<file path="src/rtl/ctrl_pkg.sv">
// Shared definitions for the multi-cycle control unit: opcodes, FSM state
// encoding and ALU function-select codes.
package ctrl_pkg;

  // Opcode values as they appear in the low three bits of i_code.
  typedef enum logic [2:0] {
    OP_NOP  = 3'd0,
    OP_ALU  = 3'd1,
    OP_LW   = 3'd2,
    OP_SW   = 3'd3,
    OP_BEQ  = 3'd4,
    OP_JUMP = 3'd5,
    OP_BNE  = 3'd6,
    OP_ADDI = 3'd7
  } opcode_e;

  // Binary 3-bit state encoding; codes 5..7 are unreachable.
  typedef enum logic [2:0] {
    ST_FETCH  = 3'd0,
    ST_DECODE = 3'd1,
    ST_EXEC   = 3'd2,
    ST_MEM    = 3'd3,
    ST_WB     = 3'd4
  } state_e;

  // ALU operation codes driven on func_sel.
  localparam logic [1:0] FUNC_PASS = 2'b00;
  localparam logic [1:0] FUNC_ADD  = 2'b01;
  localparam logic [1:0] FUNC_SUB  = 2'b11;

endpackage

</file>
<file path="src/rtl/ctrl_decode.sv">
// Purely combinational opcode-to-control-word map. Opcodes whose upper
// bits are non-zero fall outside the defined set and are flagged illegal.
module ctrl_decode
  import ctrl_pkg::*;
#(
  parameter int CODE_SIZE = 6
) (
  input  logic [CODE_SIZE-1:0] op,
  output logic                 alu_k_sel,
  output logic                 reg_k_sel,
  output logic                 reg_i_sel,
  output logic [1:0]           func_sel,
  output logic                 is_nop,
  output logic                 is_mem,
  output logic                 is_store,
  output logic                 is_branch,
  output logic                 is_jump,
  output logic                 branch_ne,
  output logic                 is_wb,
  output logic                 illegal
);

  logic [CODE_SIZE-1:0] op_hi;
  opcode_e              op_lo;

  // Classify the opcode and produce its operand selects and ALU function.
  always_comb begin
    alu_k_sel = 1'b0;
    reg_k_sel = 1'b0;
    reg_i_sel = 1'b0;
    func_sel  = FUNC_ADD;
    is_nop    = 1'b0;
    is_mem    = 1'b0;
    is_store  = 1'b0;
    is_branch = 1'b0;
    is_jump   = 1'b0;
    branch_ne = 1'b0;
    is_wb     = 1'b0;
    illegal   = 1'b0;
    op_hi     = op >> 3;
    op_lo     = opcode_e'(op[2:0]);
    if (op_hi != '0) begin
      illegal = 1'b1;
    end else begin
      case (op_lo)
        OP_NOP:  is_nop = 1'b1;
        OP_ALU:  begin reg_i_sel = 1'b1; func_sel = FUNC_PASS; is_wb = 1'b1; end
        OP_LW:   begin alu_k_sel = 1'b1; is_mem = 1'b1; is_wb = 1'b1; end
        OP_SW:   begin alu_k_sel = 1'b1; reg_k_sel = 1'b1; is_mem = 1'b1; is_store = 1'b1; end
        OP_BEQ:  begin reg_k_sel = 1'b1; func_sel = FUNC_SUB; is_branch = 1'b1; end
        OP_BNE:  begin reg_k_sel = 1'b1; func_sel = FUNC_SUB; is_branch = 1'b1; branch_ne = 1'b1; end
        OP_JUMP: begin is_branch = 1'b1; is_jump = 1'b1; end
        OP_ADDI: begin alu_k_sel = 1'b1; reg_i_sel = 1'b1; is_wb = 1'b1; end
        default: illegal = 1'b1;
      endcase
    end
  end

endmodule

</file>
<file path="src/rtl/multicycle_ctrl_unit.sv">
// Multi-cycle control FSM: sequences each instruction through
// FETCH/DECODE/EXEC/MEM/WB, handshakes with stalling memories and counts
// retired instructions (every PC update retires one instruction).
module multicycle_ctrl_unit
  import ctrl_pkg::*;
#(
  parameter int CODE_SIZE  = 6,
  parameter int FUNC_WIDTH = 2,
  parameter int CNT_WIDTH  = 32
) (
  input  logic                  clk,
  input  logic                  rst_n,
  input  logic [CODE_SIZE-1:0]  i_code,
  input  logic                  zero,
  input  logic                  instr_ready,
  input  logic                  mem_ready,
  output logic                  instr_req,
  output logic                  ir_w_enable,
  output logic                  pc_w_enable,
  output logic                  pc_sel,
  output logic                  ext_sel,
  output logic                  reg_i_w_enable,
  output logic                  reg_i_sel,
  output logic                  reg_k_sel,
  output logic                  alu_k_sel,
  output logic                  ram_r_enable,
  output logic                  ram_w_enable,
  output logic [FUNC_WIDTH-1:0] func_sel,
  output logic                  illegal_op,
  output logic [CNT_WIDTH-1:0]  retired
);

  state_e               state_q, state_d;
  logic [CODE_SIZE-1:0] op_q, op_d, dec_op;
  logic [CNT_WIDTH-1:0] retired_q, retired_d;

  logic       d_alu_k_sel, d_reg_k_sel, d_reg_i_sel;
  logic [1:0] d_func_sel;
  logic       d_is_nop, d_is_mem, d_is_store, d_is_branch;
  logic       d_is_jump, d_branch_ne, d_is_wb, d_illegal;

  // In DECODE the opcode has not been latched yet, so classify i_code directly.
  assign dec_op  = (state_q == ST_DECODE) ? i_code : op_q;
  assign retired = retired_q;

  ctrl_decode #(.CODE_SIZE(CODE_SIZE)) u_decode (
    .op        (dec_op),
    .alu_k_sel (d_alu_k_sel),
    .reg_k_sel (d_reg_k_sel),
    .reg_i_sel (d_reg_i_sel),
    .func_sel  (d_func_sel),
    .is_nop    (d_is_nop),
    .is_mem    (d_is_mem),
    .is_store  (d_is_store),
    .is_branch (d_is_branch),
    .is_jump   (d_is_jump),
    .branch_ne (d_branch_ne),
    .is_wb     (d_is_wb),
    .illegal   (d_illegal)
  );

  // State, latched opcode and retired counter registers.
  always_ff @(posedge clk or negedge rst_n) begin
    if (!rst_n) begin
      state_q   <= ST_FETCH;
      op_q      <= '0;
      retired_q <= '0;
    end else begin
      state_q   <= state_d;
      op_q      <= op_d;
      retired_q <= retired_d;
    end
  end

  // Next-state and output decode; ir_w_enable is gated by rst_n so no strobe escapes during reset.
  always_comb begin
    state_d        = state_q;
    op_d           = op_q;
    instr_req      = 1'b0;
    ir_w_enable    = 1'b0;
    pc_w_enable    = 1'b0;
    pc_sel         = 1'b0;
    ext_sel        = 1'b0;
    reg_i_w_enable = 1'b0;
    reg_i_sel      = 1'b0;
    reg_k_sel      = 1'b0;
    alu_k_sel      = 1'b0;
    ram_r_enable   = 1'b0;
    ram_w_enable   = 1'b0;
    func_sel       = FUNC_WIDTH'(FUNC_ADD);
    illegal_op     = 1'b0;
    if (state_q == ST_EXEC || state_q == ST_MEM || state_q == ST_WB) begin
      alu_k_sel = d_alu_k_sel;
      reg_k_sel = d_reg_k_sel;
      func_sel  = FUNC_WIDTH'(d_func_sel);
    end
    case (state_q)
      ST_FETCH: begin
        instr_req = 1'b1;
        if (instr_ready) begin
          ir_w_enable = rst_n;
          state_d     = ST_DECODE;
        end
      end
      ST_DECODE: begin
        op_d = i_code;
        if (d_is_nop || d_illegal) begin
          pc_w_enable = 1'b1;
          illegal_op  = d_illegal;
          state_d     = ST_FETCH;
        end else begin
          state_d = ST_EXEC;
        end
      end
      ST_EXEC: begin
        if (d_is_mem) begin
          state_d = ST_MEM;
        end else if (d_is_branch) begin
          pc_w_enable = 1'b1;
          ext_sel     = d_is_jump;
          pc_sel      = d_is_jump | (zero ^ d_branch_ne);
          state_d     = ST_FETCH;
        end else if (d_is_wb) begin
          state_d = ST_WB;
        end else begin
          state_d = ST_FETCH;
        end
      end
      ST_MEM: begin
        ram_r_enable = ~d_is_store;
        ram_w_enable = d_is_store;
        if (mem_ready) begin
          pc_w_enable = d_is_store;
          state_d     = d_is_store ? ST_FETCH : ST_WB;
        end
      end
      ST_WB: begin
        reg_i_w_enable = 1'b1;
        reg_i_sel      = d_reg_i_sel;
        pc_w_enable    = 1'b1;
        state_d        = ST_FETCH;
      end
      default: begin
        alu_k_sel = 1'b0;
        reg_k_sel = 1'b0;
        func_sel  = '0;
        state_d   = ST_FETCH;
      end
    endcase
    retired_d = retired_q + CNT_WIDTH'(pc_w_enable);
  end

endmodule

</file>
<file path="config.mk">
export PLATFORM = sky130hd
export DESIGN_NAME = multicycle_ctrl_unit
export DESIGN_NICKNAME = d
export VERILOG_FILES = /design/src/rtl/ctrl_pkg.sv /design/src/rtl/ctrl_decode.sv /design/src/rtl/multicycle_ctrl_unit.sv
export SDC_FILE = /design/constraint.sdc
export NUM_CORES = 1
export LEC_CHECK = 0
export CAP_MARGIN = 20
export CORE_MARGIN = 2
export CORE_UTILIZATION = 30
export CTS_CLUSTER_DIAMETER = 200
export CTS_CLUSTER_SIZE = 14
export DETAILED_ROUTE_END_ITERATION = 12
export HOLD_SLACK_MARGIN = 0.08
export PLACE_DENSITY = 0.57
export SKIP_CTS_REPAIR_TIMING = 1
export SLEW_MARGIN = 0
export SYNTH_ARGS = -nofsm -noshare
export SYNTH_HDL_FRONTEND = slang
export SYNTH_SLANG_ARGS = --single-unit
</file>
<file path="constraint.sdc">
create_clock -name clk -period 3.88 [get_ports clk]
set_input_delay 0.582 -clock clk [delete_from_list [all_inputs] [get_ports clk]]
set_output_delay 0.582 -clock clk [all_outputs]
set_load 0.1 [all_outputs]
</file>
==> results.json <==
{
  "outcome": "complete, but fails checks",
  "failing_checks": "DRC",
  "finish.net_count": 266,
  "power.leakage_nw": 1.22,
  "mappedNetlistNets": 202,
  "postSynthCellCount": 189,
  "cts_buffer_depth": 2,
  "place_hpwl_mm": 3.39,
  "final-setup-viol-count": 0,
  "hold_path_class": "input port to asynchronous set/reset pin",
  "ys_async_sr_fraction_pct": 100,
  "synth.lib_cells_used.distinct": 39,
  "initial_core_util_pct": 31.2,
  "cts.root.buffer_cell": "sky130_fd_sc_hd__clkbuf_8",
  "synth_top_flop_cell": "sky130_fd_sc_hd__dfrtp_1",
  "synth.yosys.seq_area_share_pct": 51.1,
  "grt_pass1_vias": 1595,
  "required_time_at_the_worst_slack_endpoint_ns": 4.05,
  "wire_per_inst_um": 13.8,
  "route.vias.total": 1585,
  "topRoutingLayerUsed": "met4",
  "grt_first_pass_wirelength_mm": 7.74,
  "most-common-layout-cells": "sky130_fd_sc_hd__clkdlybuf4s50_1, sky130_fd_sc_hd__dfrtp_1, sky130_fd_sc_hd__xnor2_1",
  "critical_path_class": "flop to flop",
  "mostFrequentLayoutCell": "sky130_fd_sc_hd__clkdlybuf4s50_1",
  "h_tree_levels": 2,
  "gp_routability_congestion": 0.763,
  "synthesis.area_per_instance_um2": 10.6,
  "setup_total_negative_slack_ns": 0,
  "gr-usage-all-layers_pct": 13.2,
  "detailed_place.area_um2": 2750,
  "timing_max_transition_violations_final": 0,
  "max-cap-violations": 0,
  "kind_of_start_point_of_the_critical_path": "flop",
  "synth-edff-count": 0,
  "cp-end-kind": "flop",
  "post-layout-total-power_mw": 1.29,
  "r2r_setup_slack_ns": 0.34,
  "tightestPinTransition_ns": 1.00,
  "highest_net_fanout_along_the_worst_path": 10,
  "relSlewSlack_pct": 32.9,
  "ys_ff_latch": 41,
  "netlist_area_pre_place_um2": 2010,
  "io_buffer_count": 56,
  "powerDensity_nw_per_um2": 453,
  "worst_r2r_path_depth": 11,
  "post-route-drc-count": 6,
  "path_clk_slew_ns": 0.07,
  "drt_first_pass_iters": 8,
  "area.growth.synth_to_final_pct": 41.5,
  "peakVddDrop_uv": 240,
  "dieArea_um2": 7360,
  "coreArea_um2": 6420,
  "antenna-diode-count": 0,
  "final_period_minus_worst_setup_slack_ns": 3.54,
  "clk-insertion-delay-late_ns": 0.29,
  "globalRoute.totalOverflow": 0,
  "fillers": 629,
  "die_width_um": 85.8,
  "maxClockFrequency_mhz": 283,
  "detailroute.wirelength.met2_mm": 2.10,
  "skew_ns": 0.00602,
  "cts_made_buffers": 5,
  "die_h_um": 85.8,
  "count_of_yosys_warnings_during_synthesis": 0,
  "portion_of_the_clock_cycle_consumed_by_the_worst_path_in_the_final_layout_pct": 91.1,
  "vias_per_cell": 4.80,
  "ioPinCount": 57,
  "antenna_violating_nets_post_route": 0,
  "grt_antenna_before_repair": 0,
  "cell_rows": 29,
  "final_design_area_no_fill_um2": 2840,
  "critPathArrivalTime_ns": 3.70,
  "rsz0062_at_grt": "false",
  "met3_wirelength_um": 338,
  "numClockSinks": 41,
  "drive_gt1_share_pct": 17.4,
  "cts_tree": "done",
  "routed_wl_mm": 4.55,
  "number_of_hold_violations_in_the_final_report": 0,
  "drtIter0Drc": 67,
  "routedLengthMet1_mm": 2.09,
  "grt_start_max_net_pins": 42
}
[metal layers]
layer | GRT usage, % | vias to the layer above
li1 | - | 780
met1 | 17.7 | 757
met2 | 21.0 | 46
met3 | 4.43 | 2
met4 | 3.03 | 0
met5 | 0 | -
[synth_stat cells (2+ instances only)]
| master | n | area (um^2) |
|---|---|---|
| sky130_fd_sc_hd__a21oi_1 | 2 | 10.0 |
| sky130_fd_sc_hd__and3_1 | 4 | 25.0 |
| sky130_fd_sc_hd__dfrtp_1 | 41 | 1030 |
| sky130_fd_sc_hd__ha_1 | 2 | 25.0 |
| sky130_fd_sc_hd__inv_1 | 7 | 26.3 |
| sky130_fd_sc_hd__mux2_2 | 5 | 56.3 |
| sky130_fd_sc_hd__mux2i_1 | 3 | 30.0 |
| sky130_fd_sc_hd__nand2_1 | 18 | 67.6 |
| sky130_fd_sc_hd__nand2b_1 | 2 | 12.5 |
| sky130_fd_sc_hd__nand3_1 | 13 | 65.1 |
| sky130_fd_sc_hd__nand4_1 | 6 | 37.5 |
| sky130_fd_sc_hd__nor2_1 | 15 | 56.3 |
| sky130_fd_sc_hd__nor2b_1 | 4 | 25.0 |
| sky130_fd_sc_hd__nor3_1 | 5 | 25.0 |
| sky130_fd_sc_hd__nor3b_1 | 4 | 30.0 |
| sky130_fd_sc_hd__nor4_1 | 2 | 12.5 |
| sky130_fd_sc_hd__nor4_2 | 2 | 25.0 |
| sky130_fd_sc_hd__o21ai_0 | 3 | 15.0 |
| sky130_fd_sc_hd__or2_2 | 2 | 12.5 |
| sky130_fd_sc_hd__xnor2_1 | 20 | 175 |
| sky130_fd_sc_hd__xor2_1 | 11 | 96.3 |
[flip-flops by register name, summed over array words and instances, names as in the netlist]
signal and count:
state_q 3, op_q 6, retired 32
[critical path, stage by stage (launching register included)]
cell and delay, ns:
sky130_fd_sc_hd__dfrtp_1 0.50, sky130_fd_sc_hd__nor3b_1 0.46, sky130_fd_sc_hd__mux2i_1 0.38, sky130_fd_sc_hd__inv_1 0.16, sky130_fd_sc_hd__a21oi_1 0.17, sky130_fd_sc_hd__a211o_2 0.16, sky130_fd_sc_hd__ha_1 0.19, sky130_fd_sc_hd__nand2_1 0.10
sky130_fd_sc_hd__or4_1 0.73, sky130_fd_sc_hd__nor3_4 0.33, sky130_fd_sc_hd__nand3_2 0.11, sky130_fd_sc_hd__xnor2_1 0.13
[where the power goes]
group	total [mW]	internal [mW]	leakage, nW	switching (mW)
Sequential	0.528	0.475	0.532	0.0530
Clock	0.277	0.141	0.0443	0.136
Combinational	0.482	0.124	0.649	0.358
[final cells by class]
type                    count  area (um^2)  share of cell area, %
repair buffers             61          638                   22.5
inverters                   7         26.3                  0.926
clock buffers               7         86.3                   3.04
well taps                  77         96.3                   3.39
multi-input cells         137          966                   34.0
flip-flops and latches     41         1030                   36.1
[path summary, 6_finish.rpt]
| check | startpoint | end |
|---|---|---|
| setup reg to reg | state_q[1] | retired[21] |
| hold reg to reg | retired[24] | retired[24] |
| max in group asynchronous | rst_n | retired[21] |
| setup / recovery | state_q[1] | retired[21] |
| hold / removal | rst_n | retired[2] |
| min in group clk | retired[24] | retired[24] |
[per-stage QoR]
stage	instances	setup slack (ns)	utilization, %	hold slack (ns)
5_1_grt	330	0.0422	44.2	0.447
3_5_place_dp	323	0.276	42.9	0.484
4_1_cts	330	0.315	44.2	0.412
2_1_floorplan	189	0.0443	-	0.286
3_3_place_gp	323	0.338	42.9	0.480
6_report	330	0.345	44.2	0.389
[cells by family after synthesis]
group	count (synthesis)	synth area share [%]
xor gates and xnor gates	31	13.5
and+or+nand+nor	85	23.5
DFF	41	51.1
buffers and inverters	11	2.68
muxes	8	4.30
adders and majority gates	2	1.25
AOI/OAI and AO/OA	11	3.62
Note: power is estimated with default switching activity, not from simulation.
==> RTL edit: new RTL, same settings <==
`CODE_SIZE` is set to 6 in 2 places; all go to 3.
--- a/src/rtl/ctrl_decode.sv
+++ b/src/rtl/ctrl_decode.sv
@@ -4,5 +4,5 @@
   import ctrl_pkg::*;
 #(
-  parameter int CODE_SIZE = 6
+  parameter int CODE_SIZE = 3
 ) (
   input  logic [CODE_SIZE-1:0] op,
--- a/src/rtl/multicycle_ctrl_unit.sv
+++ b/src/rtl/multicycle_ctrl_unit.sv
@@ -5,5 +5,5 @@
   import ctrl_pkg::*;
 #(
-  parameter int CODE_SIZE  = 6,
+  parameter int CODE_SIZE  = 3,
   parameter int FUNC_WIDTH = 2,
   parameter int CNT_WIDTH  = 32
Interface: changed (resized i_code); port bits go from 57 to 54. No check against the original RTL was run, so the function may have changed too.
==> RTL edit against the unedited design <==
Area after synthesis decreased by 3.8%. Wire length decreased by 9.8%. Cell area decreased by 7.9%. Non-clock buffer count decreased by 7. Power increased by 25%. Core utilization decreased by 2.6 points. Count of clock-buffer cells in the layout unchanged. Setup slack improved by 310 ps. Sequential cell count decreased by 3. Worst hold slack got worse by 31 ps. Critical endpoint is now retired[24]$_DFF_PN0_. Largest power group is now combinational cells.
==> RTL edit: results (changes against the unedited design) <==
Status:
- Outcome: complete, no violations (was finished with violations).

Place:
- The worst setup slack before clock tree synthesis is 489 ps (was 276 ps).
- The number of input and output port buffers inserted is 52 (was 56).
- The cell area after placement is 2520 um2 (was 2750 um2).
- The instance count after placement with tap cells included is 307 (was 323).

Yosys:
- Leading post-synthesis cells by instance count: sky130_fd_sc_hd__dfrtp_1, sky130_fd_sc_hd__xnor2_1, sky130_fd_sc_hd__nand3_1 (was sky130_fd_sc_hd__dfrtp_1, sky130_fd_sc_hd__xnor2_1, sky130_fd_sc_hd__nand2_1).
- The count of cell types in the netlist is 42 (was 39).
- The post-synthesis net count was 190 (was 202).

Worst setup path:
- The peak per-stage delay on the critical path was 550 ps (was 730 ps).
- The endpoint arrival time on the critical path is 3400 ps (was 3700 ps).
- The slowest cell on the critical path is sky130_fd_sc_hd__dfrtp_1 (was sky130_fd_sc_hd__or4_1).
- The slack of the worst reg-to-reg path came to 660 ps (was 340 ps).

Timing:
- The worst-case clock skew is 3.66 ps (was 6.02 ps).
- The slew of the pin with the lowest slew margin came to 979 ps (was 1000 ps).

Finish:
- The final net count is 247 (was 266).
- The share of final-layout standard cells stronger than drive strength 1 is 16.0% (was 17.4%).
- The layout inverter count without the clock tree is 8 (was 7).
- The multi-input logic cell count is 130 (was 137).
- The non-clock buffer total of the final layout is 54 (was 61).
- The number of fill cells is 606 (was 629).
- The sequential portion of the cell area was 36.4% (was 36.1%).

Route:
- The total iterations of the first detailed-routing run is 5 (was 8).
- The initial detailed-routing violation count came to 34 (was 67).
- The post-detailed-route wirelength per cell is 13.0 um (was 13.8 um).

Floorplanning:
- The core outline area came to 6280 um2 (was 6420 um2).

Global route:
- The via count of the first global-routing pass is 1,425 (was 1,595).
- The maximum number of pins on one net before global-route repair came to 39 (was 42).

Power and ir drop:
- The maximum ir drop on the vdd rail came to 0.678 mV (was 0.240 mV).
RTL edit: cell count changes after synthesis, sizes merged, moves of 4 or more:
cell,change
nand2,-6
xnor2,+6
nor2,-6
xor2,-7
mux2,-4
nand4,+7
RTL edit: power groups by stage:
stage / Clock, mW / Sequential, mW / Combinational [mW]
after floorplan: 0 / 0.657 / 0.518
after global placement: 0 / 0.541 / 0.809
after detailed placement: 0 / 0.538 / 0.805
after CTS: 0.293 / 0.532 / 0.808
after global routing: 0.313 / 0.542 / 0.848
final: 0.279 / 0.532 / 0.804
RTL edit: cell families after synthesis:
group	Yosys count	share of synthesized area, %
buf+inv	12	2.92
fa+ha+maj	2	1.30
other cells	1	0.194
simple gates	79	26.0
compound gates	14	4.21
flops	38	49.3
xor+xnor	30	13.6
mux	4	2.53
RTL edit: layer usage:
layer  vias up  routed length [um]  track usage (%)
met5         -                   0                0
met4         0                  80             4.55
met3         8                 257             3.93
met2        50                1810             17.7
met1       717                1960             17.0
li1        743                   -                -
